`src/rtl/rpn_pkg.sv`:
```
// Shared definitions for the RPN evaluator: opcodes, error codes and FSM states.
package rpn_pkg;

    localparam logic [2:0] OP_ADD = 3'd0;
    localparam logic [2:0] OP_SUB = 3'd1;
    localparam logic [2:0] OP_MUL = 3'd2;
    localparam logic [2:0] OP_AND = 3'd3;
    localparam logic [2:0] OP_OR  = 3'd4;
    localparam logic [2:0] OP_XOR = 3'd5;

    localparam logic [1:0] ERR_NONE  = 2'd0;
    localparam logic [1:0] ERR_UNDER = 2'd1;
    localparam logic [1:0] ERR_OVER  = 2'd2;
    localparam logic [1:0] ERR_MALF  = 2'd3;

    // StFinChk is a gap cycle so the final pop never directly follows a push.
    typedef enum logic [3:0] {
        StIdle,
        StPush,
        StPopB,
        StWaitB,
        StPopA,
        StWaitA,
        StExec,
        StFinChk,
        StFinPop,
        StFinWait,
        StDone,
        StDrainTok,
        StDrainStk
    } rpn_state_e;

endpackage

```
`src/rtl/rpn_alu.sv`:
```
// Combinational ALU for the RPN evaluator; all arithmetic wraps modulo 2^N.
module rpn_alu
    import rpn_pkg::*;
#(
    parameter int unsigned N = 16
) (
    input  logic [N-1:0] a,
    input  logic [N-1:0] b,
    input  logic [2:0]   op,
    output logic [N-1:0] result,
    output logic         illegal
);

    // Decode the opcode; unused encodings flag the expression as malformed.
    always_comb begin
        result  = '0;
        illegal = 1'b0;
        unique case (op)
            OP_ADD:  result = a + b;
            OP_SUB:  result = a - b;
            OP_MUL:  result = a * b;
            OP_AND:  result = a & b;
            OP_OR:   result = a | b;
            OP_XOR:  result = a ^ b;
            default: illegal = 1'b1;
        endcase
    end

endmodule

```
`src/rtl/rpn_evaluator.sv`:
```
// Postfix expression engine driving an external operand stack over push/pop.
// All outputs are registered from the next-state values, so each output lines
// up with the state that owns it.
module rpn_evaluator
    import rpn_pkg::*;
#(
    parameter int unsigned N          = 16,
    parameter int unsigned STACK_SIZE = 16
) (
    input  logic         clk,
    input  logic         reset,
    input  logic         tok_valid,
    output logic         tok_ready,
    input  logic         tok_is_op,
    input  logic [N-1:0] tok_data,
    input  logic         tok_last,
    output logic         stk_push,
    output logic         stk_pop,
    output logic [N-1:0] stk_push_data,
    input  logic [N-1:0] stk_pop_data,
    input  logic         stk_empty,
    input  logic         stk_full,
    output logic         res_valid,
    output logic [N-1:0] res_data,
    output logic [1:0]   res_err
);

    localparam int unsigned DW = $clog2(STACK_SIZE + 1);

    rpn_state_e    state_q, state_d;
    logic [DW-1:0] depth_q, depth_d;
    logic [1:0]    err_q, err_d;
    logic          phase_q, phase_d;
    logic          last_q, last_d;
    logic [2:0]    op_q, op_d;
    logic [N-1:0]  a_q, a_d, b_q, b_d, val_q, val_d;

    logic          tok_ready_d, push_d, pop_d, res_valid_d;
    logic [N-1:0]  push_data_d, res_data_d;
    logic [1:0]    res_err_d;

    logic          err_raise;
    logic [1:0]    err_code;
    logic          accept, depth_full, stk_mismatch;
    logic [N-1:0]  alu_result;
    logic          alu_illegal;

    assign accept       = tok_valid && tok_ready;
    assign depth_full   = (depth_q == DW'(STACK_SIZE));
    assign stk_mismatch = (stk_empty != (depth_q == '0)) || (stk_full != depth_full);

    rpn_alu #(
        .N(N)
    ) u_alu (
        .a      (a_q),
        .b      (b_q),
        .op     (op_q),
        .result (alu_result),
        .illegal(alu_illegal)
    );

    // Next-state, depth tracking, error latch and next-cycle output values.
    always_comb begin
        state_d   = state_q;
        depth_d   = depth_q;
        err_d     = err_q;
        phase_d   = 1'b0;
        last_d    = last_q;
        op_d      = op_q;
        a_d       = a_q;
        b_d       = b_q;
        val_d     = val_q;
        err_raise = 1'b0;
        err_code  = ERR_NONE;

        // Depth follows the requests actually presented to the stack this cycle.
        if (stk_push) depth_d = depth_d + DW'(1);
        if (stk_pop)  depth_d = depth_d - DW'(1);

        unique case (state_q)
            StIdle: begin
                if (accept) begin
                    last_d = tok_last;
                    op_d   = tok_data[2:0];
                    val_d  = tok_data;
                    if (stk_mismatch) begin
                        err_raise = 1'b1;
                        err_code  = ERR_MALF;
                    end else if (tok_is_op && (depth_q < DW'(2))) begin
                        err_raise = 1'b1;
                        err_code  = ERR_UNDER;
                    end else if (!tok_is_op && depth_full) begin
                        err_raise = 1'b1;
                        err_code  = ERR_OVER;
                    end
                    if (err_raise) state_d = tok_last ? StDrainStk : StDrainTok;
                    else           state_d = tok_is_op ? StPopB : StPush;
                end
            end
            StPush:  state_d = last_q ? StFinChk : StIdle;
            StPopB:  state_d = StWaitB;
            StWaitB: begin
                b_d     = stk_pop_data;
                state_d = StPopA;
            end
            StPopA:  state_d = StWaitA;
            StWaitA: begin
                a_d     = stk_pop_data;
                state_d = StExec;
            end
            StExec: begin
                if (alu_illegal) begin
                    err_raise = 1'b1;
                    err_code  = ERR_MALF;
                    state_d   = last_q ? StDrainStk : StDrainTok;
                end else begin
                    val_d   = alu_result;
                    state_d = StPush;
                end
            end
            StFinChk: begin
                if (depth_q != DW'(1)) begin
                    err_raise = 1'b1;
                    err_code  = ERR_MALF;
                    state_d   = StDrainStk;
                end else begin
                    state_d = StFinPop;
                end
            end
            StFinPop:   state_d = StFinWait;
            StFinWait:  state_d = StDone;
            StDrainTok: if (accept && tok_last) state_d = StDrainStk;
            StDrainStk: begin
                // Alternate pop / idle so pops never land on consecutive cycles.
                phase_d = ~phase_q;
                if (depth_d == '0) state_d = StDone;
            end
            StDone: begin
                err_d   = ERR_NONE;
                state_d = StIdle;
            end
            default: state_d = StIdle;
        endcase

        // Only the first error of an expression is kept.
        if (err_raise && (err_q == ERR_NONE)) err_d = err_code;

        tok_ready_d = (state_d == StIdle) || (state_d == StDrainTok);
        push_d      = (state_d == StPush);
        push_data_d = push_d ? val_d : '0;
        pop_d       = (state_d inside {StPopB, StPopA, StFinPop}) ||
                      ((state_d == StDrainStk) && !phase_d && (depth_d != '0));
        res_valid_d = (state_d == StDone);
        res_err_d   = res_valid_d ? err_q : ERR_NONE;
        res_data_d  = (res_valid_d && (state_q == StFinWait)) ? stk_pop_data : '0;
    end

    // State and registered outputs; async active-low reset clears everything.
    always_ff @(posedge clk or negedge reset) begin
        if (!reset) begin
            state_q       <= StIdle;
            depth_q       <= '0;
            err_q         <= ERR_NONE;
            phase_q       <= 1'b0;
            last_q        <= 1'b0;
            op_q          <= '0;
            a_q           <= '0;
            b_q           <= '0;
            val_q         <= '0;
            tok_ready     <= 1'b0;
            stk_push      <= 1'b0;
            stk_pop       <= 1'b0;
            stk_push_data <= '0;
            res_valid     <= 1'b0;
            res_data      <= '0;
            res_err       <= ERR_NONE;
        end else begin
            state_q       <= state_d;
            depth_q       <= depth_d;
            err_q         <= err_d;
            phase_q       <= phase_d;
            last_q        <= last_d;
            op_q          <= op_d;
            a_q           <= a_d;
            b_q           <= b_d;
            val_q         <= val_d;
            tok_ready     <= tok_ready_d;
            stk_push      <= push_d;
            stk_pop       <= pop_d;
            stk_push_data <= push_data_d;
            res_valid     <= res_valid_d;
            res_data      <= res_data_d;
            res_err       <= res_err_d;
        end
    end

endmodule
```
`config.mk`:
```
export PLATFORM = sky130hd
export DESIGN_NAME = rpn_evaluator
export DESIGN_NICKNAME = d
export VERILOG_FILES = /design/src/rtl/rpn_pkg.sv /design/src/rtl/rpn_alu.sv /design/src/rtl/rpn_evaluator.sv
export SDC_FILE = /design/constraint.sdc
export NUM_CORES = 1
export LEC_CHECK = 0
export ABC_AREA = 1
export CAP_MARGIN = 10
export CORE_MARGIN = 8
export CORE_UTILIZATION = 63
export CTS_BUF_LIST = sky130_fd_sc_hd__clkbuf_8
export CTS_CLUSTER_SIZE = 20
export DETAILED_ROUTE_END_ITERATION = 8
export GPL_ROUTABILITY_DRIVEN = 0
export PLACE_DENSITY = 0.85
export SLEW_MARGIN = 20
export SYNTH_ARGS = -nofsm -noshare
export SYNTH_HDL_FRONTEND = slang
export SYNTH_SLANG_ARGS = --single-unit
```
`constraint.sdc`:
```
create_clock -name clk -period 17.2 [get_ports clk]
set_input_delay 1.72 -clock clk [delete_from_list [all_inputs] [get_ports clk]]
set_output_delay 1.72 -clock clk [all_outputs]
set_load 0.02 [all_outputs]
```
==> metrics <==
Post-Syn Instances 1457; R2R depth 19; Crit path arrival time 6.31 ns; most frequent cells in the layout 373 x nand2_1, 343 x inv_1, 102 x dfrtp_1; crit path cell chain nand2_1 > fa_1 > fa_1 > inv_1 > fa_1 > fa_1 > fa_1 > inv_1 > fa_1 > inv_1 > ha_1 > inv_1 > nor4_1 > nand3_1 > nand3_1 > o21ai_0 > a21oi_1 > o21ai_0 > a21oi_2; Hold Path Class reg -> reg; Post-Syn Area 10700 sq um; Die X 146 um; startpoint types flop; Inserted Clock Buffers 9; die height 146 um; slowest stage cell, crit path dfrtp_1; first-pass GRT wire length 45900 um; Final Hold Fails 0; Multi-input gate area 6620 sq um; most common cell after layout, fill and taps aside nand2_1; DR iter-0 viols 808; IO Pins 77; vias per inst 5.52; register area share after synthesis 0.240; Synth Register Bits between 100 and 150; Fill cells approximately 1400; routed len/inst about 16 um; final wirelength 27300 um; DRT Pass-1 Iters 5; gr ovfl total 0; antenna violations before repair 0; Peak Freq 167 MHz; hold path depth 1; capturing point of the worst reg2reg path stk_push_data[14]; most used cell, CP fa_1; mean area per synthesized cell 7.31 sq um; Post-synth EDFFs 0; flop-to-flop setup slack 11.21 ns; FF/Latch Area 2550 sq um; Yosys cell types 54; hold bufs inserted after CTS 0; setup bufs post-CTS 0; Hold EP phase_q; final worst clock skew 0.0112 ns; fin crit period 5.99 ns; total track usage 0.262; post-route ant nets 0; final setup violating endpoints 0; CTS tree yes; worst slew pin tran between 0.9 and 1 ns; HP Start phase_q; vias in the first global route just under 10000; post-CTS sizing 0; CP Capture Type flop; Clock Latency Late Sink between 0.3 and 0.4 ns; Crit path largest cell delay 0.90 ns; Initial Utilization 0.642; top_reg_cell synth dfrtp_1; Clock Path Buffers 2; CP required 17.52 ns; Cell Rows 47; via count between 9000 and 10000; Setup TNS 0 ns; CP Max Fanout 19; synth warn 0; kind of critical path reg -> reg; DRC 0; fin. max-slew vios 0; start of the worst register-to-register path b_q[1]; synth-to-layout area growth 10.3%; CORE AREA between 15000 and 20000 sq um; Synth async-reset ratio 1.00; max-capacitance violation count 0; run status finished, final reports clean; Final nets roughly 1700; diode count 0; clock sinks 102; RSZ-0062 raised after global routing false; die area 21300 sq um; pin count of the biggest net entering global routing 76; Clock Root Buffer clkbuf_8; IO Port Bufs 76; share of layout cells above drive strength 1 0.0351; slew margin rel. 0.353; H-tree Lvls 3; clock slew at reported path FFs roughly 0.11 ns; placed wire-length estimate 21200 um; Synthesized Nets approximately 1700; Tcrit/Tclk final 0.348
final cells by class:
class                   instances  area share
clock buffers                   9      0.0105
inverters                     345       0.110
repair buffers                 83      0.0690
flip-flops and latches        102       0.217
well taps                     220      0.0234
clock inverters                 7     0.00575
multi-input cells             964       0.563
kinds of logic after synthesis:
| family | Yosys count | share of synthesized area |
|---|---|---|
| AND/OR/NAND/NOR | 564 | 0.219 |
| buffers and inverters | 391 | 0.139 |
| adder cells (fa/ha/maj) | 182 | 0.271 |
| AO/OA/AOI/OAI | 189 | 0.108 |
| XOR/XNOR | 29 | 0.0238 |
| flip-flops | 102 | 0.240 |
state kept, by name, summed over array words and instances, names as in the netlist, 3 cells and up:
| name | cells |
|---|---|
| a_q | 16 |
| res_data | 16 |
| state_q | 4 |
| val_q | 16 |
| b_q | 16 |
| depth_q | 5 |
| op_q | 3 |
| stk_push_data | 16 |
worst max-delay path by stage:
stage	startpoint	to	slack, ns	cells past startpoint
3_5_place_dp	b_q[1]	stk_push_data[15]	11.28	24
2_1_floorplan	b_q[1]	stk_push_data[15]	11.72	25
5_1_grt	b_q[2]	stk_push_data[15]	10.84	24
6_report	b_q[1]	stk_push_data[14]	11.21	19
4_1_cts	b_q[1]	stk_push_data[15]	11.29	24
3_3_place_gp	b_q[1]	stk_push_data[14]	11.46	19
stage by stage:
stage	std cells	setup WS, ns	cell area (sq um)	utilization	hold WS, ns
2_1_floorplan	1457	11.72	10700	-	0.397
3_3_place_gp	1714	11.46	11600	0.697	0.405
3_5_place_dp	1714	11.28	11600	0.697	0.411
4_1_cts	1730	11.29	11700	0.708	0.427
5_1_grt	1730	10.84	11700	0.708	0.433
6_report	1730	11.21	11700	0.708	0.424
Yosys cell counts (2+ instances only):
cell | number | area share
a211oi_1 | 5 | 0.0035
a221oi_1 | 10 | 0.0082
o21ai_0 | 76 | 0.036
nor3_1 | 4 | 0.0019
o211ai_1 | 6 | 0.0042
a21oi_1 | 46 | 0.022
xor2_1 | 21 | 0.017
o21bai_1 | 2 | 0.0014
a21oi_2 | 5 | 0.0041
a22oi_1 | 13 | 0.0092
a21boi_0 | 2 | 0.0014
nor4_1 | 3 | 0.0018
a21o_1 | 2 | 0.0014
nand3_1 | 62 | 0.029
nand4_1 | 8 | 0.0047
o2111ai_1 | 4 | 0.0033
fa_1 | 81 | 0.15
buf_2 | 2 | 0.00094
clkbuf_1 | 41 | 0.014
nor2_1 | 88 | 0.031
xnor2_1 | 8 | 0.0066
nor2_2 | 6 | 0.0035
o221ai_1 | 2 | 0.0016
nor2_4 | 3 | 0.0032
inv_1 | 342 | 0.12
nand2_1 | 373 | 0.13
a31oi_1 | 4 | 0.0023
dfrtp_1 | 102 | 0.24
o31ai_1 | 3 | 0.0021
nand3b_1 | 3 | 0.0021
or2_2 | 7 | 0.0041
ha_1 | 101 | 0.12
metal layers:
metal / part of all wire / track usage / up-vias
li1: - / - / 4552
met1: 0.41 / 0.329 / 4507
met2: 0.47 / 0.435 / 424
met3: 0.089 / 0.0532 / 74
met4: 0.034 / 0.112 / 0
met5: 0 / 0 / -
worst max-delay path, delay by kind of cell, from the launching register on:
kind                     cells  cell delay, ns
AO/OA/AOI/OAI                4            0.61
flip-flops                   1            0.90
AND/OR/NAND/NOR              4            0.84
adder cells (fa/ha/maj)      7            3.33
buffers and inverters        4            0.23
Power is left out: the tool's default activity adds up to more than one toggle a clock period on the data nets, which glitch-free logic cannot reach.
